$ cat config.mk
export PLATFORM = sky130hd
export DESIGN_NAME = systolic_feed_ctrl
export DESIGN_NICKNAME = d
export VERILOG_FILES = /design/src/rtl/conv_feed_pkg.sv /design/src/rtl/lane_valid_skew.sv /design/src/rtl/systolic_feed_ctrl.sv
export SDC_FILE = /design/constraint.sdc
export NUM_CORES = 1
export LEC_CHECK = 0
export ABC_AREA = 1
export CAP_MARGIN = 0
export CORE_UTILIZATION = 41
export CTS_CLUSTER_DIAMETER = 80
export DETAILED_ROUTE_END_ITERATION = 10
export PLACE_DENSITY = 0.68
export SYNTH_ARGS = -nofsm -noshare
export SYNTH_HDL_FRONTEND = slang
export SYNTH_SLANG_ARGS = --single-unit
$ cat constraint.sdc
create_clock -name clk -period 1.9 [get_ports clk]
set_input_delay 0.285 -clock clk [delete_from_list [all_inputs] [get_ports clk]]
set_output_delay 0.285 -clock clk [all_outputs]
set_load 0.03 [all_outputs]
$ cat src/rtl/conv_feed_pkg.sv
// Shared definitions for the conv unit input feed path: sequencer state
// encoding and the drain length helper.
package conv_feed_pkg;

  typedef enum logic [1:0] {
    ST_IDLE  = 2'd0,
    ST_FEED  = 2'd1,
    ST_DRAIN = 2'd2,
    ST_DONE  = 2'd3
  } feed_state_e;

  // Cycles needed after the last read until the final lane has seen it:
  // buffer read latency plus the skew depth (lanes - 1).
  function automatic int drain_cycles(input int rd_latency, input int lane_num);
    return rd_latency + lane_num - 1;
  endfunction

endpackage

$ cat src/rtl/lane_valid_skew.sv
// Per-lane valid tracker that mirrors the skew register array: a 1-bit
// shift chain, one stage per byte lane, with synchronous active-low clear.
module lane_valid_skew #(
  parameter int LANES = 9
) (
  input  logic             clk,
  input  logic             clr_n,
  input  logic             in_valid,
  output logic [LANES-1:0] lane_valid
);

  logic [LANES-1:0] lane_q;
  logic [LANES-1:0] lane_d;

  // Shift the incoming valid bit one lane further each cycle.
  always_comb begin
    lane_d    = lane_q << 1;
    lane_d[0] = in_valid;
    if (!clr_n) begin
      lane_d = '0;
    end
  end

  // Register the chain.
  always_ff @(posedge clk) begin
    lane_q <= lane_d;
  end

  assign lane_valid = lane_q;

endmodule

$ cat src/rtl/systolic_feed_ctrl.sv
// Input skew path sequencer: reads vectors from the input feature buffer,
// marks real data vs. zero bubbles per lane, drains the skew array after
// each pass and repeats the stream for the configured number of passes.
// The skew array has no enable, so this block never stalls it.
module systolic_feed_ctrl
  import conv_feed_pkg::*;
#(
  parameter int REG_IN_CHANNEL_NUM = 9,
  parameter int ADDR_WIDTH         = 10,
  parameter int LEN_WIDTH          = 10,
  parameter int PASS_WIDTH         = 8,
  parameter int BUF_RD_LATENCY     = 1
) (
  input  logic                          clk,
  input  logic                          rstn,
  input  logic                          start,
  input  logic [ADDR_WIDTH-1:0]         cfg_base_addr,
  input  logic [LEN_WIDTH-1:0]          cfg_vec_num,
  input  logic [PASS_WIDTH-1:0]         cfg_pass_num,
  input  logic                          buf_avail,
  output logic                          buf_rd_en,
  output logic [ADDR_WIDTH-1:0]         buf_rd_addr,
  output logic                          feed_valid,
  output logic                          feed_zero,
  output logic [REG_IN_CHANNEL_NUM-1:0] lane_valid,
  output logic [PASS_WIDTH-1:0]         pass_idx,
  output logic                          busy,
  output logic                          done,
  output logic [1:0]                    dbg_state
);

  localparam int DRAIN_LEN = drain_cycles(BUF_RD_LATENCY, REG_IN_CHANNEL_NUM);
  localparam int DCW       = $clog2(DRAIN_LEN + 1);

  // Handshake: buf_rd_en is a one-way strobe qualified by buf_avail in the
  // same cycle; a cycle in FEED with buf_avail=0 issues no read and becomes
  // a zero bubble BUF_RD_LATENCY cycles later. There is no backpressure
  // toward the skew array.

  feed_state_e state_q, state_d;
  logic [ADDR_WIDTH-1:0]     base_q, base_d;
  logic [LEN_WIDTH-1:0]      vec_num_q, vec_num_d;
  logic [PASS_WIDTH-1:0]     pass_last_q, pass_last_d;
  logic [LEN_WIDTH-1:0]      vec_idx_q, vec_idx_d;
  logic [PASS_WIDTH-1:0]     pass_q, pass_d;
  logic [ADDR_WIDTH-1:0]     rd_addr_q, rd_addr_d;
  logic [DCW-1:0]            drain_q, drain_d;
  logic [BUF_RD_LATENCY-1:0] rd_pipe_q, rd_pipe_d;
  logic                      busy_q, busy_d;
  logic                      done_q, done_d;
  logic                      feed_zero_q, feed_zero_d;

  // Next-state, counter and address logic for the sequencer.
  always_comb begin
    state_d     = state_q;
    base_d      = base_q;
    vec_num_d   = vec_num_q;
    pass_last_d = pass_last_q;
    vec_idx_d   = vec_idx_q;
    pass_d      = pass_q;
    rd_addr_d   = rd_addr_q;
    drain_d     = drain_q;
    buf_rd_en   = 1'b0;

    case (state_q)
      ST_IDLE: begin
        if (start) begin
          base_d      = cfg_base_addr;
          vec_num_d   = cfg_vec_num;
          pass_last_d = (cfg_pass_num == '0) ? '0 : cfg_pass_num - 1'b1;
          vec_idx_d   = '0;
          pass_d      = '0;
          rd_addr_d   = cfg_base_addr;
          state_d     = (cfg_vec_num == '0) ? ST_DONE : ST_FEED;
        end
      end
      ST_FEED: begin
        buf_rd_en = buf_avail;
        if (buf_avail) begin
          vec_idx_d = vec_idx_q + 1'b1;
          rd_addr_d = rd_addr_q + 1'b1;
          if (vec_idx_q == vec_num_q - 1'b1) begin
            state_d = ST_DRAIN;
            drain_d = DCW'(DRAIN_LEN);
          end
        end
      end
      ST_DRAIN: begin
        drain_d = drain_q - 1'b1;
        if (drain_q == DCW'(1)) begin
          if (pass_q == pass_last_q) begin
            state_d = ST_DONE;
          end else begin
            // Next pass re-reads the same address range.
            pass_d    = pass_q + 1'b1;
            vec_idx_d = '0;
            rd_addr_d = base_q;
            state_d   = ST_FEED;
          end
        end
      end
      ST_DONE: begin
        state_d = ST_IDLE;
      end
      default: begin
        state_d = ST_IDLE;
      end
    endcase

    if (!rstn) begin
      state_d     = ST_IDLE;
      base_d      = '0;
      vec_num_d   = '0;
      pass_last_d = '0;
      vec_idx_d   = '0;
      pass_d      = '0;
      rd_addr_d   = '0;
      drain_d     = '0;
    end
  end

  // Read-strobe delay line modelling the buffer latency, and the status
  // outputs derived from the next state.
  always_comb begin
    rd_pipe_d    = rd_pipe_q << 1;
    rd_pipe_d[0] = buf_rd_en;
    if (!rstn) begin
      rd_pipe_d = '0;
    end
    busy_d      = (state_d == ST_FEED) || (state_d == ST_DRAIN);
    done_d      = (state_d == ST_DONE);
    feed_zero_d = busy_d & ~rd_pipe_d[BUF_RD_LATENCY-1];
  end

  // Register the FSM, counters and outputs.
  always_ff @(posedge clk) begin
    state_q     <= state_d;
    base_q      <= base_d;
    vec_num_q   <= vec_num_d;
    pass_last_q <= pass_last_d;
    vec_idx_q   <= vec_idx_d;
    pass_q      <= pass_d;
    rd_addr_q   <= rd_addr_d;
    drain_q     <= drain_d;
    rd_pipe_q   <= rd_pipe_d;
    busy_q      <= busy_d;
    done_q      <= done_d;
    feed_zero_q <= feed_zero_d;
  end

  // Lane 0 tracks feed_valid itself, so the chain is fed with the
  // next-cycle value of the last latency stage.
  lane_valid_skew #(
    .LANES(REG_IN_CHANNEL_NUM)
  ) u_lane_valid_skew (
    .clk       (clk),
    .clr_n     (rstn),
    .in_valid  (rd_pipe_d[BUF_RD_LATENCY-1]),
    .lane_valid(lane_valid)
  );

  assign buf_rd_addr = rd_addr_q;
  assign feed_valid  = rd_pipe_q[BUF_RD_LATENCY-1];
  assign feed_zero   = feed_zero_q;
  assign pass_idx    = pass_q;
  assign busy        = busy_q;
  assign done        = done_q;
  assign dbg_state   = state_q;

endmodule

After elaboration in Yosys (flattened, before gate mapping)

Index checks and enable logic that the tools add are counted.
Widths: inputs -> output; s select.

Bits in registers: 75
Latch bits: 0
Bits in writable memories: 0
ROM bits: 0
Input bits: 32
Word-level logic and storage cells: 74
Memories kept: 0

Add/sub/neg operators: 6
Multipliers: 0
Div/mod/pow operators: 0
Magnitude comparators: 0
Equal/unequal tests: 14
Shifts and indexed selects: 0
Multiplexer cells: 28
Bitwise gates (word level): 2
Reductions and logical operators: 11

Operator list:

| operator              | number |
|---|---|
| $mux 10               | 8 |
| $pmux 10 s3           | 2 |
| $mux 8                | 4 |
| $add 10x1->10 const B | 2 |
| $pmux 8 s2            | 1 |
| $mux 2                | 7 |
| $eq 10x10->1          | 1 |
| $logic_not 10->1      | 1 |
| $ne 2x2->1 const B    | 5 |
| $sub 10x1->10 const B | 1 |
| $add 8x1->8 const B   | 1 |
| $eq 2x2->1 const B    | 4 |
| $eq 8x8->1            | 1 |
| $logic_not 8->1       | 1 |
| $mux 4                | 2 |
| $pmux 2 s4            | 1 |
| $pmux 4 s2            | 1 |
| $sub 8x1->8 const B   | 1 |
| $reduce_and 5->1      | 1 |
| $eq 2x1->1 const B    | 2 |
| $eq 4x1->1 const B    | 1 |
| $reduce_and 4->1      | 1 |
| $reduce_bool 2->1     | 2 |
| $sub 4x1->4 const B   | 1 |
| 8 further kinds       | 9 |

Logic depth before layout (Yosys ltp)

Depth in word-level cells: 9
Gate-level depth with buffers: 14
Depth with buffers taken out: 14

Hierarchy

From an unflattened synthesis, not the netlist that was laid out.

Cell total of the unflattened synthesis: 611
Area total of the unflattened synthesis: 4092.7 um^2

Modules (own cells, without submodules):

| module             | times used | cells each | area an instance (um^2) |
|---|---|---|---|
| systolic_feed_ctrl | 1          | 583        | 3833.7 |
| lane_valid_skew    | 1          | 28         | 259.0 |

Worst setup path after synthesis

Ideal clock, no wire load.

Path kind: register to register
Start point: reg state_q[1] (netlist: dbg_state[1])
End point: reg feed_zero_q (netlist: feed_zero)
Library setup time: 0.116 ns
Data arrival time: 2.002 ns
Required time: 1.784 ns
Slack: -0.217 ns
Stages on the path, launching flop included: 11
Clock period less this slack: 2.117 ns
Path through: dfxtp_1 > inv_1 > ha_1 > inv_1 > clkbuf_1 > o21ai_0 > a21oi_1 > a31oi_1 > ha_1 > o21ai_0 > inv_1

Cells in the longest elaborated chain, start to end: 7
Elaborated cells between the ends (all ways): 17

Ends and longest elaborated chain:

| what                                     | RTL line                  | text |
|---|---|---|
| start: declaration                       | systolic_feed_ctrl.sv:40  | `feed_state_e state_q, state_d;` |
| start signal: assignment                 | systolic_feed_ctrl.sv:137 | `state_q <= state_d;` |
| $mux 2                                   | systolic_feed_ctrl.sv:82  | `if (vec_idx_q == vec_num_q - 1'b1) begin` |
| $mux 2                                   | systolic_feed_ctrl.sv:79  | `if (buf_avail) begin` |
| $pmux 2 s4 *                             | systolic_feed_ctrl.sv:65  | `case (state_q)` |
| $mux 2 *                                 | systolic_feed_ctrl.sv:110 | `if (!rstn) begin` |
| via state_d[1]                           | systolic_feed_ctrl.sv:40  |  |
| $eq 2x1->1 or $eq 2x2->1 (tied branches) | systolic_feed_ctrl.sv:130 | `busy_d = (state_d == ST_FEED) \|\| (state_d == ST_DRAIN);` |
| $logic_or 1x1->1 *                       | systolic_feed_ctrl.sv:130 |  |
| via busy_d                               | systolic_feed_ctrl.sv:49  | `logic busy_q, busy_d;` |
| $and 1x1->1 *                            | systolic_feed_ctrl.sv:132 | `feed_zero_d = busy_d & ~rd_pipe_d[BUF_RD_LATENCY-1];` |
| via feed_zero_d                          | systolic_feed_ctrl.sv:51  | `logic feed_zero_q, feed_zero_d;` |
| end signal: assignment                   | systolic_feed_ctrl.sv:148 | `feed_zero_q <= feed_zero_d;` |
| end: declaration                         | systolic_feed_ctrl.sv:51  |  |

Mark *: on every way through the listed nets, which the timed path passes. The rest lies on a longest branch.
A chain may end at the register's enable or synchronous reset.

Worst setup path in the final report

Start point: reg vec_num_q[0]
End point: reg feed_zero_q (netlist: feed_zero)

Cells in the longest elaborated chain, start to end: 9
Elaborated cells between the ends (all ways): 10

Ends and longest elaborated chain:

| what                                     | RTL line                  | text |
|---|---|---|
| start: declaration                       | systolic_feed_ctrl.sv:42  | `logic [LEN_WIDTH-1:0] vec_num_q, vec_num_d;` |
| start signal: assignment                 | systolic_feed_ctrl.sv:139 | `vec_num_q <= vec_num_d;` |
| $sub 10x1->10 *                          | systolic_feed_ctrl.sv:82  |  |
| $eq 10x10->1 *                           | systolic_feed_ctrl.sv:82  |  |
| $mux 2 *                                 | systolic_feed_ctrl.sv:82  |  |
| $mux 2 *                                 | systolic_feed_ctrl.sv:79  |  |
| $pmux 2 s4 *                             | systolic_feed_ctrl.sv:65  |  |
| $mux 2 *                                 | systolic_feed_ctrl.sv:110 |  |
| via state_d[1]                           | systolic_feed_ctrl.sv:40  |  |
| $eq 2x1->1 or $eq 2x2->1 (tied branches) | systolic_feed_ctrl.sv:130 |  |
| $logic_or 1x1->1 *                       | systolic_feed_ctrl.sv:130 |  |
| via busy_d                               | systolic_feed_ctrl.sv:49  |  |
| $and 1x1->1 *                            | systolic_feed_ctrl.sv:132 |  |
| via feed_zero_d                          | systolic_feed_ctrl.sv:51  |  |

Marks and branches as above.

==> flow_summary.json <==
{
  "cts.path.max_buffers": 2,
  "drc_errors": 0,
  "final_layout_size_suffix_gt1_share_pct": 17.5,
  "grt_pass1_vias": 3767,
  "clock-sinks": 75,
  "crit_chain": "inv_2 -> ha_4 -> xor2_1 -> nand2_1 -> nor2_1 -> nand3_1 -> nor2_2 -> nand4_2 -> a31oi_2 -> ha_1 -> o21ai_1 -> inv_1",
  "critical_path_class": "reg2reg",
  "yosys-top-cells-count": "nand2_1, dfxtp_1, nor2_1",
  "gp_congestion": 0.834,
  "hold_viol_final": 0,
  "gr-total-overflow": 0,
  "synth.distinct_cells": 41,
  "violations": "setup timing",
  "path_buf_inv": 2,
  "coreArea_um2": 9370,
  "status": "complete, but fails checks",
  "crit_path_end_kind": "flop",
  "maxSlewHeadroom_pct": 68.7,
  "fp-row-count": 35,
  "yosys.area.top_type": "dfxtp_1",
  "dpl.hpwl_um": 7660,
  "numPortBuffers": 65,
  "track_usage_pct": 21.5,
  "slowest_stage": "dfxtp_2",
  "num-nets-final": 723,
  "async_flop_share_pct": 0,
  "synth_area_leaders": "dfxtp_1, nand2_1, nor2_1",
  "ir_worst_vdd_uv": 571,
  "max_freq_mhz": 494,
  "area_delta_synth_final_pct": 39.2,
  "tritoncts": "yes",
  "max_cap_viol_count": 0,
  "synth_most_common_cell": "nand2_1",
  "maxSlewViolCount": 0,
  "synth_flop_cell": "dfxtp_1",
  "syn_inst": 564,
  "die_x_um": 101,
  "worst_slew_pin_slew_ns": 0.469,
  "place_ws_ns": -0.299,
  "setup_slack_ns": -0.124,
  "critical_path.startpoint_type": "flop",
  "fillers": 867,
  "syn_area_per_cell_um2": 7.11,
  "clock_latency_ns": 0.35,
  "cts_max_level": 3,
  "wl_per_cell_um": 13.0,
  "rsz0062_at_grt": "true",
  "num_antenna_cells": 0,
  "drt-initial-drc-count": 144,
  "min_path_type": "reg2reg",
  "antenna_left": 0,
  "dieArea_um2": 10200,
  "grt_pass1_wl_um": 17100,
  "synth.top_cell.area_share_pct": 37.5,
  "wirelength_um": 10500,
  "cp.required_ns": 2.14,
  "crit_arrival_ns": 2.27,
  "grt_max_degree": 29,
  "setup_violations": 9,
  "first_pass_iters": 4,
  "vias": 4031,
  "antenna_found_initial": 0,
  "crit_fanout": 2,
  "fin_skew_ns": 0.0136,
  "yosysSeqAreaShare_pct": 37.5,
  "synth-seq-cells": 75,
  "cts-root-buf": "clkbuf_8",
  "p_per_area_nw_per_um2": 1340,
  "start_util_pct": 42.8,
  "synth_nets": 607,
  "fin_crit_sh_pct": 107,
  "vias_per_cell": 4.96,
  "syn_area_um2": 4010,
  "period_minus_slack_ns": 2.02,
  "num_io_pins": 66,
  "die_y_um": 101,
  "cp_top_family": "adder cells",
  "yosysWarnings": 0,
  "max_stage_delay_ns": 0.34,
  "p_leak_nw": 2.34,
  "tns_ns": -0.169,
  "cts_buffers": 9,
  "clkTransAtPathRegs_ns": 0.08,
  "synth_edf_count": 0
}
-- metal layers --
metal	vias up	share of wire [%]	wire [um]	track usage, %
met5	-	0	0	0
met4	0	1.9	196	8.92
met3	18	3.7	388	3.05
met2	88	48	5060	37.1
met1	1857	46	4890	26.8
li1	2068	-	-	-
-- power by group --
group / switching [mW] / internal [mW]
sequential: 0.229 / 1.88
combinational: 2.15 / 1.74
clock: 0.594 / 0.869
-- final cells by class --
type,count,area (um^2),share of cell area [%]
Clock inverter,6,115,2.06
Timing Repair Buffer,124,1190,21.4
Inverter,63,244,4.37
Multi-Input combinational cell,407,2230,40.0
Tap cell,129,161,2.89
Clock buffer,9,124,2.22
Sequential cell,75,1510,27.0
-- state kept, by name, indices dropped and copies added, names as in the netlist, 2 cells and up --
signal	cells
dbg_state	2
drain_q	4
vec_idx_q	10
pass_last_q	8
pass_idx	8
base_q	10
vec_num_q	10
u_lane_valid_skew.lane_valid	9
buf_rd_addr	10
-- worst register-to-register path, cell delays in order (launching register included) --
cell and delay [ns]:
dfxtp_2 0.34, inv_2 0.05, ha_4 0.25, xor2_1 0.14, nand2_1 0.06, nor2_1 0.09, nand3_1 0.11, nor2_2 0.13
nand4_2 0.12, a31oi_2 0.21, ha_1 0.27, o21ai_1 0.08, inv_1 0.05
-- metrics by stage --
| stage | power, mW | std cells | utilization [%] | instance area, um^2 | hold slack (ns) |
|---|---|---|---|---|---|
| finish | 7.46 | 813 | 59.5 | 5580 | 0.432 |
| global route | 7.97 | 813 | 59.5 | 5580 | 0.451 |
| CTS | 7.21 | 810 | 58.4 | 5470 | 0.437 |
| detailed placement | 5.68 | 793 | 55.5 | 5200 | 0.424 |
| global placement | 5.61 | 793 | 55.5 | 5200 | 0.418 |
| floorplan | 4.32 | 564 | - | 4030 | 0.433 |
-- logic make-up after synthesis --
family | Yosys count | share of synthesized area, %
simple gates | 239 | 25.5
compound gates | 122 | 17.4
buf+inv | 82 | 8.24
flops | 75 | 37.5
xor+xnor | 35 | 7.99
fa+ha+maj | 11 | 3.43
-- cell usage in the layout (no fill, tap or decap), types with 8 or more instances in the layout --
master / count
xor2_1: 16
xnor2_1: 18
buf_4: 49
nor2_1: 67
clkbuf_8: 9
nand3_1: 29
inv_2: 8
dfxtp_1: 71
a21oi_1: 51
nand2_1: 109
nor3_1: 9
o21ai_0: 44
clkdlybuf4s50_1: 64
inv_1: 52
-- what timing repair did --
action                                 in CTS  in global routing
setup endpoints to repair                   3                 30
endpoints found under the hold margin       0                  0
pin swaps                                   2                  2
hold buffers                                0                  0
gates resized for setup                     4                 17
setup buffers                               2                  1
gates cloned                                0                  2
-- worst paths after layout --
path | from | endpoint | slack [ns] | cells after the start
setup / recovery | vec_num_q[0] | feed_zero | -0.12 | 12
hold / removal | u_lane_valid_skew.lane_valid[3] | u_lane_valid_skew.lane_valid[4] | 0.43 | 2
setup reg to reg | vec_num_q[0] | feed_zero | -0.12 | 12
hold reg to reg | u_lane_valid_skew.lane_valid[3] | u_lane_valid_skew.lane_valid[4] | 0.43 | 2
Power figures use the tool's default switching activity.
